`src/rtl/cu_multicycle_if.sv`:
```
// Control-unit bus: instruction fields and ALU flags in,
// datapath enables, muxes, counters and fault status out.
interface cu_multicycle_if #(
    parameter int CNT_W = 32
);
    logic [6:0]       op;
    logic [2:0]       funct3;
    logic             funct7_5;
    logic             Zero;
    logic             Less;
    logic             LessU;
    logic             mem_ready;
    logic             mem_req;
    logic             MemWrite;
    logic             AdrSrc;
    logic             IRWrite;
    logic             PCWrite;
    logic             RegWrite;
    logic [1:0]       ALUSrcA;
    logic [1:0]       ALUSrcB;
    logic [1:0]       ResultSrc;
    logic [3:0]       ALUctrl;
    logic [2:0]       ImmSrc;
    logic [2:0]       funct3_o;
    logic [CNT_W-1:0] instret;
    logic             fault;
    logic [1:0]       fault_cause;

    modport master (
        input  op, funct3, funct7_5, Zero, Less, LessU, mem_ready,
        output mem_req, MemWrite, AdrSrc, IRWrite, PCWrite, RegWrite,
        output ALUSrcA, ALUSrcB, ResultSrc, ALUctrl, ImmSrc, funct3_o,
        output instret, fault, fault_cause
    );

    modport slave (
        output op, funct3, funct7_5, Zero, Less, LessU, mem_ready,
        input  mem_req, MemWrite, AdrSrc, IRWrite, PCWrite, RegWrite,
        input  ALUSrcA, ALUSrcB, ResultSrc, ALUctrl, ImmSrc, funct3_o,
        input  instret, fault, fault_cause
    );
endinterface

```
`src/rtl/cu_multicycle.sv`:
```
// Multi-cycle RV32I control FSM with memory handshake timeout,
// illegal-instruction trap and retired-instruction counter.
module cu_multicycle #(
    parameter int CNT_W       = 32,
    parameter int MEM_TIMEOUT = 16
) (
    input logic            clk,
    input logic            rst,
    cu_multicycle_if.master bus
);
    localparam int WAIT_W = (MEM_TIMEOUT > 1) ? $clog2(MEM_TIMEOUT + 1) : 1;
    localparam logic [WAIT_W:0] LIMIT = (WAIT_W + 1)'(MEM_TIMEOUT);

    localparam logic [6:0] OP_LOAD  = 7'b0000011;
    localparam logic [6:0] OP_STORE = 7'b0100011;
    localparam logic [6:0] OP_R     = 7'b0110011;
    localparam logic [6:0] OP_I     = 7'b0010011;
    localparam logic [6:0] OP_BR    = 7'b1100011;
    localparam logic [6:0] OP_JAL   = 7'b1101111;
    localparam logic [6:0] OP_JALR  = 7'b1100111;
    localparam logic [6:0] OP_LUI   = 7'b0110111;
    localparam logic [6:0] OP_AUIPC = 7'b0010111;

    localparam logic [3:0] ALU_ADD  = 4'b0000;
    localparam logic [3:0] ALU_SUB  = 4'b0001;
    localparam logic [3:0] ALU_PASS = 4'b1011;
    localparam logic [3:0] ALU_IDLE = 4'b1111;

    typedef enum logic [3:0] {
        S_FETCH, S_DECODE, S_MEMADR, S_MEMREAD, S_MEMWB,
        S_MEMWRITE, S_EXECR, S_EXECI, S_UTYPE, S_ALUWB,
        S_BRANCH, S_JAL, S_JALR, S_LINK, S_TRAP
    } state_t;

    state_t state, nxt;

    logic [WAIT_W-1:0] wait_cnt;
    logic [CNT_W-1:0]  instret;
    logic              fault;
    logic [1:0]        cause;
    logic [1:0]        trap_cause;
    logic              mem_state;
    logic              timeout;
    logic              retire;
    logic              illegal;
    logic              taken;

    logic       mem_req_c, mem_write_c, adr_c;
    logic       ir_c, pc_c, rw_c;
    logic [1:0] sa, sb, rs;
    logic [3:0] alu;
    logic [2:0] imm;

    function automatic logic [3:0] alu_dec(
        input logic [2:0] f3,
        input logic       f7,
        input logic       is_r
    );
        case (f3)
            3'b000:  alu_dec = (is_r && f7) ? ALU_SUB : ALU_ADD;
            3'b001:  alu_dec = 4'b0101;
            3'b010:  alu_dec = 4'b1001;
            3'b011:  alu_dec = 4'b1010;
            3'b100:  alu_dec = 4'b0100;
            3'b101:  alu_dec = f7 ? 4'b0111 : 4'b0110;
            3'b110:  alu_dec = 4'b0011;
            default: alu_dec = 4'b0010;
        endcase
    endfunction

    assign mem_state = (state == S_FETCH) || (state == S_MEMREAD) ||
                       (state == S_MEMWRITE);

    // limit counts elapsed wait cycles, including the current one
    assign timeout = (MEM_TIMEOUT != 0) && mem_state && !bus.mem_ready &&
                     (({1'b0, wait_cnt} + {{WAIT_W{1'b0}}, 1'b1}) == LIMIT);

    always_comb begin
        case (bus.funct3)
            3'b000:  taken = bus.Zero;
            3'b001:  taken = !bus.Zero;
            3'b100:  taken = bus.Less;
            3'b101:  taken = !bus.Less;
            3'b110:  taken = bus.LessU;
            3'b111:  taken = !bus.LessU;
            default: taken = 1'b0;
        endcase
    end

    always_comb begin
        case (bus.op)
            OP_I:             imm = (bus.funct3[1:0] == 2'b01) ? 3'b001 : 3'b000;
            OP_STORE:         imm = 3'b010;
            OP_BR:            imm = 3'b011;
            OP_LUI, OP_AUIPC: imm = 3'b100;
            OP_JAL:           imm = 3'b101;
            default:          imm = 3'b000;
        endcase
    end

    always_comb begin
        nxt         = state;
        mem_req_c   = 1'b0;
        mem_write_c = 1'b0;
        adr_c       = 1'b0;
        ir_c        = 1'b0;
        pc_c        = 1'b0;
        rw_c        = 1'b0;
        sa          = 2'b00;
        sb          = 2'b00;
        rs          = 2'b00;
        alu         = ALU_IDLE;
        illegal     = 1'b0;
        trap_cause  = 2'b00;
        unique case (state)
            S_FETCH: begin
                mem_req_c = 1'b1;
                sb        = 2'b10;
                alu       = ALU_ADD;
                rs        = 2'b10;
                ir_c      = bus.mem_ready;
                pc_c      = bus.mem_ready;
                if (bus.mem_ready) nxt = S_DECODE;
                else if (timeout)  nxt = S_TRAP;
            end
            S_DECODE: begin
                sa  = 2'b01;
                sb  = 2'b01;
                alu = ALU_ADD;
                case (bus.op)
                    OP_LOAD, OP_STORE: nxt = S_MEMADR;
                    OP_R: begin
                        nxt     = S_EXECR;
                        illegal = bus.funct7_5 && (bus.funct3 != 3'b000) &&
                                  (bus.funct3 != 3'b101);
                    end
                    OP_I: begin
                        nxt     = S_EXECI;
                        illegal = bus.funct7_5 && (bus.funct3 == 3'b001);
                    end
                    OP_BR: begin
                        nxt     = S_BRANCH;
                        illegal = (bus.funct3[2:1] == 2'b01);
                    end
                    OP_JAL:           nxt = S_JAL;
                    OP_JALR:          nxt = S_JALR;
                    OP_LUI, OP_AUIPC: nxt = S_UTYPE;
                    default:          illegal = 1'b1;
                endcase
                if (illegal) nxt = S_TRAP;
            end
            S_MEMADR: begin
                sa  = 2'b10;
                sb  = 2'b01;
                alu = ALU_ADD;
                nxt = (bus.op == OP_STORE) ? S_MEMWRITE : S_MEMREAD;
            end
            S_MEMREAD: begin
                mem_req_c = 1'b1;
                adr_c     = 1'b1;
                if (bus.mem_ready) nxt = S_MEMWB;
                else if (timeout)  nxt = S_TRAP;
            end
            S_MEMWB: begin
                rs   = 2'b01;
                rw_c = 1'b1;
                nxt  = S_FETCH;
            end
            S_MEMWRITE: begin
                mem_req_c   = 1'b1;
                mem_write_c = 1'b1;
                adr_c       = 1'b1;
                if (bus.mem_ready) nxt = S_FETCH;
                else if (timeout)  nxt = S_TRAP;
            end
            S_EXECR: begin
                sa  = 2'b10;
                alu = alu_dec(bus.funct3, bus.funct7_5, 1'b1);
                nxt = S_ALUWB;
            end
            S_EXECI: begin
                sa  = 2'b10;
                sb  = 2'b01;
                alu = alu_dec(bus.funct3, bus.funct7_5, 1'b0);
                nxt = S_ALUWB;
            end
            S_UTYPE: begin
                sb = 2'b01;
                if (bus.op == OP_LUI) begin
                    alu = ALU_PASS;
                end else begin
                    sa  = 2'b01;
                    alu = ALU_ADD;
                end
                nxt = S_ALUWB;
            end
            S_ALUWB: begin
                rw_c = 1'b1;
                nxt  = S_FETCH;
            end
            S_BRANCH: begin
                sa   = 2'b10;
                alu  = ALU_SUB;
                pc_c = taken;
                nxt  = S_FETCH;
            end
            S_JAL: begin
                pc_c = 1'b1;
                nxt  = S_LINK;
            end
            S_JALR: begin
                sa   = 2'b10;
                sb   = 2'b01;
                alu  = ALU_ADD;
                rs   = 2'b10;
                pc_c = 1'b1;
                nxt  = S_LINK;
            end
            S_LINK: begin
                sa   = 2'b01;
                sb   = 2'b10;
                alu  = ALU_ADD;
                rs   = 2'b10;
                rw_c = 1'b1;
                nxt  = S_FETCH;
            end
            S_TRAP:  nxt = S_TRAP;
            default: nxt = S_FETCH;
        endcase
        if (nxt == S_TRAP) trap_cause = illegal ? 2'b01 : 2'b10;
    end

    assign retire = (nxt == S_FETCH) &&
                    ((state == S_MEMWB) || (state == S_MEMWRITE) ||
                     (state == S_ALUWB) || (state == S_BRANCH) ||
                     (state == S_LINK));

    always_ff @(posedge clk or posedge rst) begin
        if (rst) begin
            state    <= S_FETCH;
            instret  <= '0;
            wait_cnt <= '0;
            fault    <= 1'b0;
            cause    <= 2'b00;
        end else begin
            state <= nxt;
            if (retire) instret <= instret + CNT_W'(1);
            if ((nxt != state) && ((nxt == S_FETCH) || (nxt == S_MEMREAD) ||
                                   (nxt == S_MEMWRITE)))
                wait_cnt <= '0;
            else if (mem_state && !bus.mem_ready)
                wait_cnt <= wait_cnt + WAIT_W'(1);
            if ((nxt == S_TRAP) && (state != S_TRAP)) begin
                fault <= 1'b1;
                cause <= trap_cause;
            end
        end
    end

    // write strobes are suppressed for as long as reset is held
    assign bus.mem_req     = mem_req_c & ~rst;
    assign bus.MemWrite    = mem_write_c & ~rst;
    assign bus.IRWrite     = ir_c & ~rst;
    assign bus.PCWrite     = pc_c & ~rst;
    assign bus.RegWrite    = rw_c & ~rst;
    assign bus.AdrSrc      = adr_c;
    assign bus.ALUSrcA     = sa;
    assign bus.ALUSrcB     = sb;
    assign bus.ResultSrc   = rs;
    assign bus.ALUctrl     = alu;
    assign bus.ImmSrc      = imm;
    assign bus.funct3_o    = bus.funct3;
    assign bus.instret     = instret;
    assign bus.fault       = fault;
    assign bus.fault_cause = cause;
endmodule

```
`src/flat_wrapper.sv`:
```
// flat-port wrapper written by rule: the top's interface ports become plain ports
module cu_multicycle_flat 
#(
    parameter int CNT_W       = 32,
    parameter int MEM_TIMEOUT = 16
)
  (clk, rst, bus_op, bus_funct3, bus_funct7_5, bus_Zero, bus_Less, bus_LessU, bus_mem_ready, bus_mem_req, bus_MemWrite, bus_AdrSrc, bus_IRWrite, bus_PCWrite, bus_RegWrite, bus_ALUSrcA, bus_ALUSrcB, bus_ResultSrc, bus_ALUctrl, bus_ImmSrc, bus_funct3_o, bus_instret, bus_fault, bus_fault_cause);
  cu_multicycle_if #(.CNT_W(CNT_W)) bus_i ();
  input logic clk;
  input logic rst;
  input wire logic [$bits(bus_i.op)-1:0] bus_op;
  input wire logic [$bits(bus_i.funct3)-1:0] bus_funct3;
  input wire logic [$bits(bus_i.funct7_5)-1:0] bus_funct7_5;
  input wire logic [$bits(bus_i.Zero)-1:0] bus_Zero;
  input wire logic [$bits(bus_i.Less)-1:0] bus_Less;
  input wire logic [$bits(bus_i.LessU)-1:0] bus_LessU;
  input wire logic [$bits(bus_i.mem_ready)-1:0] bus_mem_ready;
  output wire logic [$bits(bus_i.mem_req)-1:0] bus_mem_req;
  output wire logic [$bits(bus_i.MemWrite)-1:0] bus_MemWrite;
  output wire logic [$bits(bus_i.AdrSrc)-1:0] bus_AdrSrc;
  output wire logic [$bits(bus_i.IRWrite)-1:0] bus_IRWrite;
  output wire logic [$bits(bus_i.PCWrite)-1:0] bus_PCWrite;
  output wire logic [$bits(bus_i.RegWrite)-1:0] bus_RegWrite;
  output wire logic [$bits(bus_i.ALUSrcA)-1:0] bus_ALUSrcA;
  output wire logic [$bits(bus_i.ALUSrcB)-1:0] bus_ALUSrcB;
  output wire logic [$bits(bus_i.ResultSrc)-1:0] bus_ResultSrc;
  output wire logic [$bits(bus_i.ALUctrl)-1:0] bus_ALUctrl;
  output wire logic [$bits(bus_i.ImmSrc)-1:0] bus_ImmSrc;
  output wire logic [$bits(bus_i.funct3_o)-1:0] bus_funct3_o;
  output wire logic [$bits(bus_i.instret)-1:0] bus_instret;
  output wire logic [$bits(bus_i.fault)-1:0] bus_fault;
  output wire logic [$bits(bus_i.fault_cause)-1:0] bus_fault_cause;
  assign bus_i.op = bus_op;
  assign bus_i.funct3 = bus_funct3;
  assign bus_i.funct7_5 = bus_funct7_5;
  assign bus_i.Zero = bus_Zero;
  assign bus_i.Less = bus_Less;
  assign bus_i.LessU = bus_LessU;
  assign bus_i.mem_ready = bus_mem_ready;
  assign bus_mem_req = bus_i.mem_req;
  assign bus_MemWrite = bus_i.MemWrite;
  assign bus_AdrSrc = bus_i.AdrSrc;
  assign bus_IRWrite = bus_i.IRWrite;
  assign bus_PCWrite = bus_i.PCWrite;
  assign bus_RegWrite = bus_i.RegWrite;
  assign bus_ALUSrcA = bus_i.ALUSrcA;
  assign bus_ALUSrcB = bus_i.ALUSrcB;
  assign bus_ResultSrc = bus_i.ResultSrc;
  assign bus_ALUctrl = bus_i.ALUctrl;
  assign bus_ImmSrc = bus_i.ImmSrc;
  assign bus_funct3_o = bus_i.funct3_o;
  assign bus_instret = bus_i.instret;
  assign bus_fault = bus_i.fault;
  assign bus_fault_cause = bus_i.fault_cause;
  cu_multicycle #(.CNT_W(CNT_W), .MEM_TIMEOUT(MEM_TIMEOUT)) u_core (.clk(clk), .rst(rst), .bus(bus_i));
endmodule
```
`config.mk`:
```
export PLATFORM = sky130hd
export DESIGN_NAME = cu_multicycle_flat
export DESIGN_NICKNAME = d
export VERILOG_FILES = /design/src/rtl/cu_multicycle_if.sv /design/src/rtl/cu_multicycle.sv /design/src/flat_wrapper.sv
export SDC_FILE = /design/constraint.sdc
export NUM_CORES = 1
export LEC_CHECK = 0
export CAP_MARGIN = 0
export CORE_MARGIN = 2
export CORE_UTILIZATION = 50
export DETAILED_ROUTE_END_ITERATION = 10
export PLACE_DENSITY = 0.84
export SYNTH_ARGS = -nofsm -noshare
export SYNTH_HDL_FRONTEND = slang
export SYNTH_SLANG_ARGS = --single-unit
```
`constraint.sdc`:
```
create_clock -name clk -period 4.1 [get_ports clk]
set_clock_uncertainty 0.2 [all_clocks]
set_input_delay 0.82 -clock clk [delete_from_list [all_inputs] [get_ports clk]]
set_output_delay 0.82 -clock clk [all_outputs]
set_load 0.05 [all_outputs]
```
# --- Word-level counts from Yosys, hierarchy flattened ---
# Cells that the tools add are included.
op_classes:
  mux: 34
  magnitude_cmp: 0
  addsub: 3
  n_mul: 0
  eq_ne: 39
  shifts: 0
  reduce_logical: 39
  bitwise: 6
  div: 0
ops:
  columns: ["cell", "n"]
  rows:
  - ["4-bit one-hot mux with 7 select lines", 3]
  - ["32-bit by 1-bit adder with 32-bit output (second input constant)", 1]
  - ["4-bit == test (second input constant)", 8]
  - ["4-bit one-hot mux with 8 select lines", 1]
  - ["4-bit two-way mux", 6]
  - ["7-bit by 6-bit == test with 1-bit output (second input constant)", 3]
  - ["7-bit == test (second input constant)", 3]
  - ["4-bit by 3-bit == test with 1-bit output (second input constant)", 5]
  - ["4-bit one-hot mux with 5 select lines", 1]
  - ["3-bit one-hot mux with 5 select lines", 1]
  - ["5-bit OR reduction", 3]
  - ["7-bit by 5-bit == test with 1-bit output (second input constant)", 2]
  - ["3-bit == test (second input constant)", 4]
  - ["4-bit by 2-bit == test with 1-bit output (second input constant)", 3]
  - ["2-bit OR reduction", 6]
  - ["3-bit OR reduction", 4]
  - ["1-bit two-way mux", 11]
  - ["5-bit two-way mux", 2]
  - ["1-bit logical AND", 8]
  - ["4-bit zero test", 2]
  - ["1-bit logical OR", 8]
  - ["2-bit one-hot mux with 2 select lines", 2]
  - ["7-bit by 2-bit == test with 1-bit output (second input constant)", 1]
  - ["5-bit by 1-bit adder with 6-bit output (second input constant)", 1]
  - ["22 further kinds", 32]
word_totals:
  reg_bits: 44
  n_memories: 0
  word_cells: 126
  rom_bits: 0
  ramBits: 0
  input_bits: 17
  latch_bits: 0

# --- Longest topological paths before layout ---
# Gate-level depths: netlist of run 1.
logic_depth:
  ltp_word: 13
  mapped_depth: 11

# --- Least setup slack after synthesis of run 1 ---
# Ideal clock, no wire load.
synth_path:
  kind: "flip-flop to output port"
  from: "register u_core.state[0]"
  to: "output bus_MemWrite"
  required_ns: 3.080
  n_path_buf: 3
  path_stages_with_launch: 5
  t_arrival_ns: 2.735
  path_slack_ns: 0.345
  path_cell_list: "dfrtp_1 > clkbuf_1 > clkbuf_1 > buf_1 > nor4b_1"
synth_between:
  elab_chain_cells: 3
synth_lines:
  columns: ["item", "line", "text"]
  rows:
  - ["start: declaration", "cu_multicycle.sv:35", "state_t state, nxt;"]
  - ["start signal: assignment", "cu_multicycle.sv:246", "state <= nxt;"]
  - ["4-bit by 3-bit == test with 1-bit output", "cu_multicycle.sv:115", "unique case (state)"]
  - ["1-bit two-way mux", "cu_multicycle.sv:115", null]
  - ["1-bit AND", "cu_multicycle.sv:262", "assign bus.MemWrite = mem_write_c & ~rst;"]
  - ["end: declaration", "flat_wrapper.sv:19", "output wire logic [$bits(bus_i.MemWrite)-1:0] bus_MemWrite;"]
# No other way between the ends.

# --- Worst setup path after layout of run 1 ---
layout_path:
  from: "input bus_op[3]"
  to: "register u_core.instret[26] (netlist: u_core.bus.instret[26])"
layout_between:
  elab_chain_cells: 8
  elab_cells_between_ends: 20
  cone_classes: "eq/ne: 9; mux: 6; reduce/logical: 5"
layout_lines:
  columns: ["item", "line", "text"]
  rows:
  - ["start: declaration", "flat_wrapper.sv:11", "input wire logic [$bits(bus_i.op)-1:0] bus_op;"]
  - ["7-bit by 2-bit == test with 1-bit output, or another cell as far along", "cu_multicycle.sv:130", "case (bus.op)"]
  - ["6-bit OR reduction (no line)", null, null]
  - ["1-bit one-hot mux with 4 select lines", "cu_multicycle.sv:130", null]
  - ["1-bit two-way mux", "cu_multicycle.sv:115", null]
  - ["4-bit two-way mux", "cu_multicycle.sv:150", "if (illegal) nxt = S_TRAP;"]
  - ["4-bit one-hot mux with 8 select lines (*)", "cu_multicycle.sv:115", null]
  - ["4-bit zero test (*)", "cu_multicycle.sv:233", "assign retire = (nxt == S_FETCH) &&"]
  - ["1-bit logical AND (*)", "cu_multicycle.sv:233", null]
  - ["end signal: assignment", "cu_multicycle.sv:247", "if (retire) instret <= instret + CNT_W'(1);"]
  - ["end: declaration", "cu_multicycle.sv:38", "logic [CNT_W-1:0] instret;"]
# Mark *: on every way between the ends. The rest lies on a longest branch, timed or not. The select of a mux whose other input is x is not followed.
# A chain may end at the register's enable or synchronous reset.

==> flow_summary_export.csv, run 1 <==
group,metric,value,unit
floorplan,dieArea,6665,µm²
sta,hold_viol,0,
setup_path,regToRegSetupSlack,0.65,ns
synthesis,syn-num-nets,364,
sta,grt_setup_unrepaired,"no",
setup_path,r2r_end,"u_core.bus.instret[26]",
sta,worstMarginPinSlew,0.7301,ns
finish,final_util,0.6811,
grt,grt-ovfl-total,0,
synthesis,yosys.area.top_type,"dfrtp_1",
synthesis,synth-edff-count,0,
grt,grtUsageMet2,0.3713,
grt,use_met3,0.04505,
finish,area_growth,33.00,%
floorplan,die_y,81.64,µm
power_and_ir_drop,p_seq_frac,0.247,
hold_path,holdPathStages,1,
hold_path,min_from,"u_core.bus.instret[23]",
power_and_ir_drop,p_leak,1.723,nW
sta,fmax,268.1,MHz
finish,drive_above_1_share,0.1295,
sta,fin_setup_tns,0,ns
sta,fin_crit_sh,0.9098,
grt,gr-usage-all-layers,0.2315,
clock_network,htreeDepth,2,
grt,antenna_found_initial,0,
grt,grt.busiest_layer,"met2",
synthesis,synthTopCellsByArea,"dfrtp_1 (37%), xnor2_1 (5.8%), xor2_1 (5.5%)",
finish,fill_cells,460,
clock_network,cts.sink_count,44,
status,outcome,"finished clean",
synthesis,yosys_register_bits,44,
synthesis,avgSynthCellArea,8.762,µm²
setup_path,worstPathMaxFanout,14,
setup_path,crit_path_end_kind,"register",
synthesis,synthFlopType,"dfrtp_1",
power_and_ir_drop,pwr-share-comb,0.577,
synthesis,ys_warn_count,0,
route,dr_total_vias,2784,
placement,io_buffers,73,
clock_network,clockBufferDepth,2,
finish,final_cell_mix,"clkdlybuf4s50_1 (63), dfrtp_1 (44), nor2_1 (38), nand2_1 (26), xnor2_1 (20)",
placement,place_inst,484,
finish,num_antenna_cells,0,
setup_path,crit_required,4.11,ns
power_and_ir_drop,swShare,0.4688,
sta,finalCriticalPeriod,3.730,ns
route,dr.pass1.iters,5,
grt,use_met1,0.3226,
synthesis,yosysSeqAreaShare,0.3653,
clock_network,clkLatencyLatePin,0.29,ns
floorplan,std_cell_rows,28,
clock_network,numCtsBuffers,5,
grt,grt_max_degree,45,
synthesis,syn_area,3014,µm²
run,cap_violations,0,
power_and_ir_drop,p_sw,1.206,mW
finish,layout_commonest_cell,"clkdlybuf4s50_1",
route,remaining_drc_errors,0,
power_and_ir_drop,intPower,1.366,mW
route,drtIter0Drc,200,
setup_path,worstSetupPathType,"input pin to register",
synthesis,synth_cell_type_count,64,
setup_path,reg2reg_from,"u_core.state[2]",
power_and_ir_drop,peakVddDrop,0.0004918,V
route,wire_per_inst,14.86,µm
synthesis,synthArstFlopShare,1.000,
route,finalWirelength,7312,µm
clock_network,root_buffer,"clkbuf_8",
finish,fin_cells,492,
clock_network,holdBufCountCts,0,
route,ant_nets,0,
power_and_ir_drop,powerDensity,641.6,nW/µm²
power_and_ir_drop,p_clk_frac,0.175,
floorplan,core_area,5886,µm²
grt,grt_pass1_wl,12050,µm
placement,dp_hpwl,5532,µm
clock_network,cts_setup_buffers,0,
clock_network,cts_tree,"built",
sta,slew_headroom,0.5132,
finish,fin_area,4009,µm²
floorplan,io_pins,74,
floorplan,start_util,0.5121,
clock_network,postCtsResizedCells,0,
route,viasPerCell,5.659,
sta,setup_viol,0,
placement,dpl_cell_area,3850,µm²
synthesis,syn_inst,344,
setup_path,worstPathArrival,3.74,ns
finish,nets,436,
sta,drv_slew,0,
hold_path,min_to,"u_core.bus.instret[23]",
setup_path,worstSetupStartpointType,"input pin",
synthesis,yosys.area.top_type_share,0.3653,
floorplan,dieWidth,81.64,µm
clock_network,path_clk_slew,0.08,ns
placement,place.gp.congestion,0.9464,
grt,grt_pass1_vias,2591,
setup_path,reg2reg_depth,8,
hold_path,hold_path_class,"register to register",
[power by group through the flow]
stage                     Sequential [mW]  Clock (mW)  Combinational [mW]
after detailed placement            0.641           0                1.48
after global routing                0.655       0.481                1.58
after floorplan                     0.633           0               0.983
after CTS                           0.633       0.460                1.48
final                               0.636       0.451                1.49
after global placement              0.637           0                1.45
[synthesized netlist by cell type, types with 3 or more instances]
cell and instances:
nor3_1 11, nor3b_2 3, nand4_1 10, and3_1 6
or3_1 4, nor2b_1 4, dfrtp_1 44, mux2i_1 4
o21a_1 4, xor2_1 19, and4_1 3, buf_2 5
clkbuf_1 8, nand2_1 26, nor2_1 38, ha_1 3
nand3b_1 3, nor3_2 3, a31oi_1 3, inv_1 13
a21oi_1 16, o22ai_1 3, o21ai_0 16, nand3_1 11
nand2b_1 13, xnor2_1 20, buf_4 3
[flip-flops by register name, indices dropped and copies added, names as in the netlist]
| name | count |
|---|---|
| u_core.wait_cnt | 5 |
| u_core.bus.fault | 1 |
| u_core.state | 4 |
| u_core.bus.fault_cause | 2 |
| u_core.bus.instret | 32 |
[worst max path at each step]
stage | start | slack (ns) | cells after the start | endpoint
4_1_cts | u_core.state[1] | 0.39 | 4 | bus_ALUSrcB[0]
6_report | bus_op[3] | 0.37 | 9 | u_core.bus.instret[26]
2_1_floorplan | u_core.state[0] | 0.35 | 4 | bus_MemWrite
5_1_grt | u_core.state[1] | 0.22 | 4 | bus_ALUSrcB[0]
3_5_place_dp | bus_op[4] | 0.09 | 9 | u_core.bus.instret[26]
3_3_place_gp | bus_op[4] | 0.19 | 9 | u_core.bus.instret[22]
[worst max-delay path, stage by stage]
cell,delay (ns)
clkdlybuf4s50_1,0.58
nand2b_1,0.21
o22ai_1,0.10
a311oi_1,0.39
o21ai_1,0.18
or3b_1,0.43
or4_4,0.62
nor3b_2,0.23
xor2_1,0.17
[final cells by class]
class / count / area, µm² / area share
Sequential cell: 44 / 1101 / 0.2747
Clock buffer: 5 / 68.82 / 0.01717
Timing Repair Buffer: 84 / 838.3 / 0.2091
Multi-Input combinational cell: 267 / 1764 / 0.4401
Clock inverter: 3 / 90.09 / 0.02247
Tap cell: 75 / 93.84 / 0.02341
Inverter: 14 / 52.55 / 0.01311
[kinds of logic (layout without fill, tap and decap cells)]
kind of cell / Yosys count / in the layout / share of synthesized area
AND/OR/NAND/NOR: 156 / 156 / 0.3026
multiplexers: 6 / 6 / 0.02076
flip-flops: 44 / 44 / 0.3653
XOR/XNOR: 39 / 39 / 0.1133
buffers and inverters: 33 / 106 / 0.04940
AO/OA/AOI/OAI: 63 / 63 / 0.1362
adder cells (fa/ha/maj): 3 / 3 / 0.01245
[per-layer routing]
metal,vias to the layer above,wire (µm)
li1,1352,-
met1,1348,3283
met2,72,3607
met3,12,311
met4,0,110
met5,-,0
[per-stage QoR]
step / power [mW] / hold slack, ns / setup slack, ns
floorplan: 1.616 / 0.3349 / 0.3453
global placement: 2.084 / 0.2617 / 0.1856
detailed placement: 2.120 / 0.2701 / 0.09296
CTS: 2.577 / 0.2906 / 0.3947
global route: 2.712 / 0.3159 / 0.2207
finish: 2.572 / 0.2816 / 0.3700
(Power assumes the default switching activity.)
==> inputs of run 2 (changes only) <==
--- a/config.mk
+++ b/config.mk
@@ -5,7 +5,7 @@
 export SDC_FILE = /design/constraint.sdc
 export NUM_CORES = 1
 export LEC_CHECK = 0
-export CAP_MARGIN = 0
+export CAP_MARGIN = 10
 export CORE_MARGIN = 2
 export CORE_UTILIZATION = 50
 export DETAILED_ROUTE_END_ITERATION = 10
@@ -13,3 +13,4 @@
 export SYNTH_ARGS = -nofsm -noshare
 export SYNTH_HDL_FRONTEND = slang
 export SYNTH_SLANG_ARGS = --single-unit
+export TNS_END_PERCENT = 50
==> constraint.sdc (replaced) <==
create_clock -name clk -period 4.1 [get_ports clk]
set_clock_uncertainty 0.2 [all_clocks]
set_input_delay 0.41 -clock clk [delete_from_list [all_inputs] [get_ports clk]]
set_output_delay 0.41 -clock clk [all_outputs]
set_load 0.05 [all_outputs]
==> run 2 against run 1 <==
  * Clock-buffer cell count up 1
  * Worst hold slack gained 0.0017 ns
  * Clock power down 43%
  * Sequential share of layout area rose by 1.1 points
  * Sequential power is 2% lower
  * Non-clock buffer count shrank 6
  * Routed wire length is 2.3% lower
  * Critical endpoint is now u_core.bus.instret[15]
  * Largest cell class unchanged
==> flow_summary_export.csv, run 2 (same netlist as run 1, synthesis figures left out) <==
group,metric,value,unit
power_and_ir_drop,powerDensity,588.2,nW/µm²
setup_path,crit_path_end_kind,"register",
clock_network,root_buffer,"clkbuf_8",
finish,final_cell_mix,"clkdlybuf4s50_1 (73), dfrtp_1 (44), nor2_1 (38), nand2_1 (26), xnor2_1 (20)",
sta,setup_viol,0,
route,dr.pass1.iters,4,
grt,grt_max_degree,45,
power_and_ir_drop,p_clk_frac,0.112,
grt,grt-ovfl-total,0,
route,wire_per_inst,14.73,µm
clock_network,numCtsBuffers,5,
setup_path,worstSetupStartpointType,"register",
setup_path,regToRegSetupSlack,0.65,ns
setup_path,worstPathArrival,3.43,ns
hold_path,min_to,"u_core.bus.instret[23]",
route,ant_nets,0,
setup_path,worstSetupPathType,"register to register",
hold_path,hold_path_class,"register to register",
run,cap_violations,0,
grt,gr-usage-all-layers,0.2219,
hold_path,holdPathStages,1,
finish,largest_reg_flops,32,
floorplan,io_pins,74,
sta,fin_crit_sh,0.8419,
clock_network,cts.sink_count,44,
finish,regMostFlops,"u_core.bus.instret",
sta,drv_slew,0,
floorplan,dieArea,6665,µm²
sta,worstMarginPinSlew,0.6371,ns
sta,hold_viol,0,
floorplan,dieWidth,81.64,µm
power_and_ir_drop,p_leak,1.624,nW
route,drtIter0Drc,207,
hold_path,min_from,"u_core.bus.instret[23]",
floorplan,core_area,5886,µm²
finish,area_growth,27.98,%
finish,fill_cells,494,
finish,num_antenna_cells,0,
finish,fin_area,3857,µm²
setup_path,reg2reg_depth,8,
finish,layout_commonest_cell,"clkdlybuf4s50_1",
placement,place.gp.congestion,0.9032,
power_and_ir_drop,p_seq_frac,0.275,
finish,final_util,0.6554,
clock_network,cts_tree,"built",
finish,fin_cells,485,
setup_path,r2r_end,"u_core.bus.instret[15]",
finish,nets,430,
placement,place_inst,478,
floorplan,std_cell_rows,28,
sta,hold_ws,0.2833,ns
power_and_ir_drop,pwr-share-comb,0.613,
placement,io_buffers,73,
power_and_ir_drop,p_sw,1.164,mW
route,dr_total_vias,2733,
placement,pre_cts_slack,0.4336,ns
setup_path,reg2reg_from,"u_core.state[2]",
route,viasPerCell,5.635,
finish,reg_top3,"u_core.bus.instret x32, u_core.wait_cnt x5, u_core.state x4",
sta,grt_setup_unrepaired,"no",
power_and_ir_drop,power,2.269,mW
finish,drive_above_1_share,0.08780,
clock_network,clockBufferDepth,2,
placement,dp_hpwl,5399,µm
power_and_ir_drop,intPower,1.105,mW
clock_network,cts_setup_buffers,0,
grt,antenna_found_initial,0,
clock_network,postCtsResizedCells,0,
route,remaining_drc_errors,0,
floorplan,start_util,0.5121,
clock_network,path_clk_slew,0.08,ns
sta,fmax,289.7,MHz
setup_path,worstPathMaxFanout,20,
status,outcome,"finished clean",
sta,finalCriticalPeriod,3.452,ns
sta,fin_setup_tns,0,ns
setup_path,crit_required,4.08,ns
sta,setup_slack,0.6484,ns
placement,dpl_cell_area,3780,µm²
power_and_ir_drop,peakVddDrop,0.0004644,V
clock_network,holdBufCountCts,0,
grt,grt_pass1_vias,2585,
clock_network,htreeDepth,2,
clock_network,clkLatencyLatePin,0.29,ns
floorplan,die_y,81.64,µm
grt,grt_pass1_wl,11920,µm
sta,slew_headroom,0.5753,
power_and_ir_drop,swShare,0.5130,
route,finalWirelength,7145,µm
[run 2: changes by cell type in the layout (fill, tap and decap cells not counted), sizes merged]
cell,previous run,this run
bufinv,3,0
clkdlybuf4s50,63,73
buf,21,5
clkbuf,5,6
clkinv,0,1
[run 2: layout make-up]
cell class,instances,area [µm²],share of cell area
clock inverter,1,5.005,0.001297
clock buffer,6,72.57,0.01881
multi-input combinational,267,1764,0.4573
inverter,14,52.55,0.01362
tap,75,93.84,0.02433
sequential,44,1101,0.2854
timing repair buffer,78,768.2,0.1992
[run 2: layer usage]
metal,share of wire,up-vias,global-route usage
met3,0.036,9,0.03187
met1,0.46,1327,0.3187
li1,-,1337,-
met4,0.0080,0,0.04000
met2,0.50,60,0.3615
met5,0,-,0
[run 2: critical path: stages, from the launching register on]
cell,delay (ns)
dfrtp_1,0.71
nand2b_1,0.28
o21ai_1,0.17
a311oi_1,0.34
o21ai_1,0.18
nor4b_2,0.54
nand2_1,0.34
or3_1,0.44
xnor2_1,0.13
[run 2: worst max-delay path by stage]
stage	start	endpoint	slack [ns]	cells after the start
global route	u_core.state[2]	u_core.bus.instret[15]	0.39	8
finish	u_core.state[2]	u_core.bus.instret[15]	0.65	8
CTS	u_core.state[2]	u_core.bus.instret[16]	0.68	8
floorplan	u_core.state[0]	bus_MemWrite	0.76	4
global placement	bus_op[3]	u_core.bus.instret[22]	0.44	10
detailed placement	bus_op[3]	u_core.bus.instret[22]	0.43	10
[run 2: power by group through the flow]
| stage | clock [mW] | sequential [mW] | combinational [mW] |
|---|---|---|---|
| global route | 0.277 | 0.640 | 1.49 |
| CTS | 0.257 | 0.621 | 1.39 |
| finish | 0.255 | 0.624 | 1.39 |
| detailed placement | 0 | 0.630 | 1.39 |
| floorplan | 0 | 0.633 | 0.983 |
| global placement | 0 | 0.621 | 1.36 |
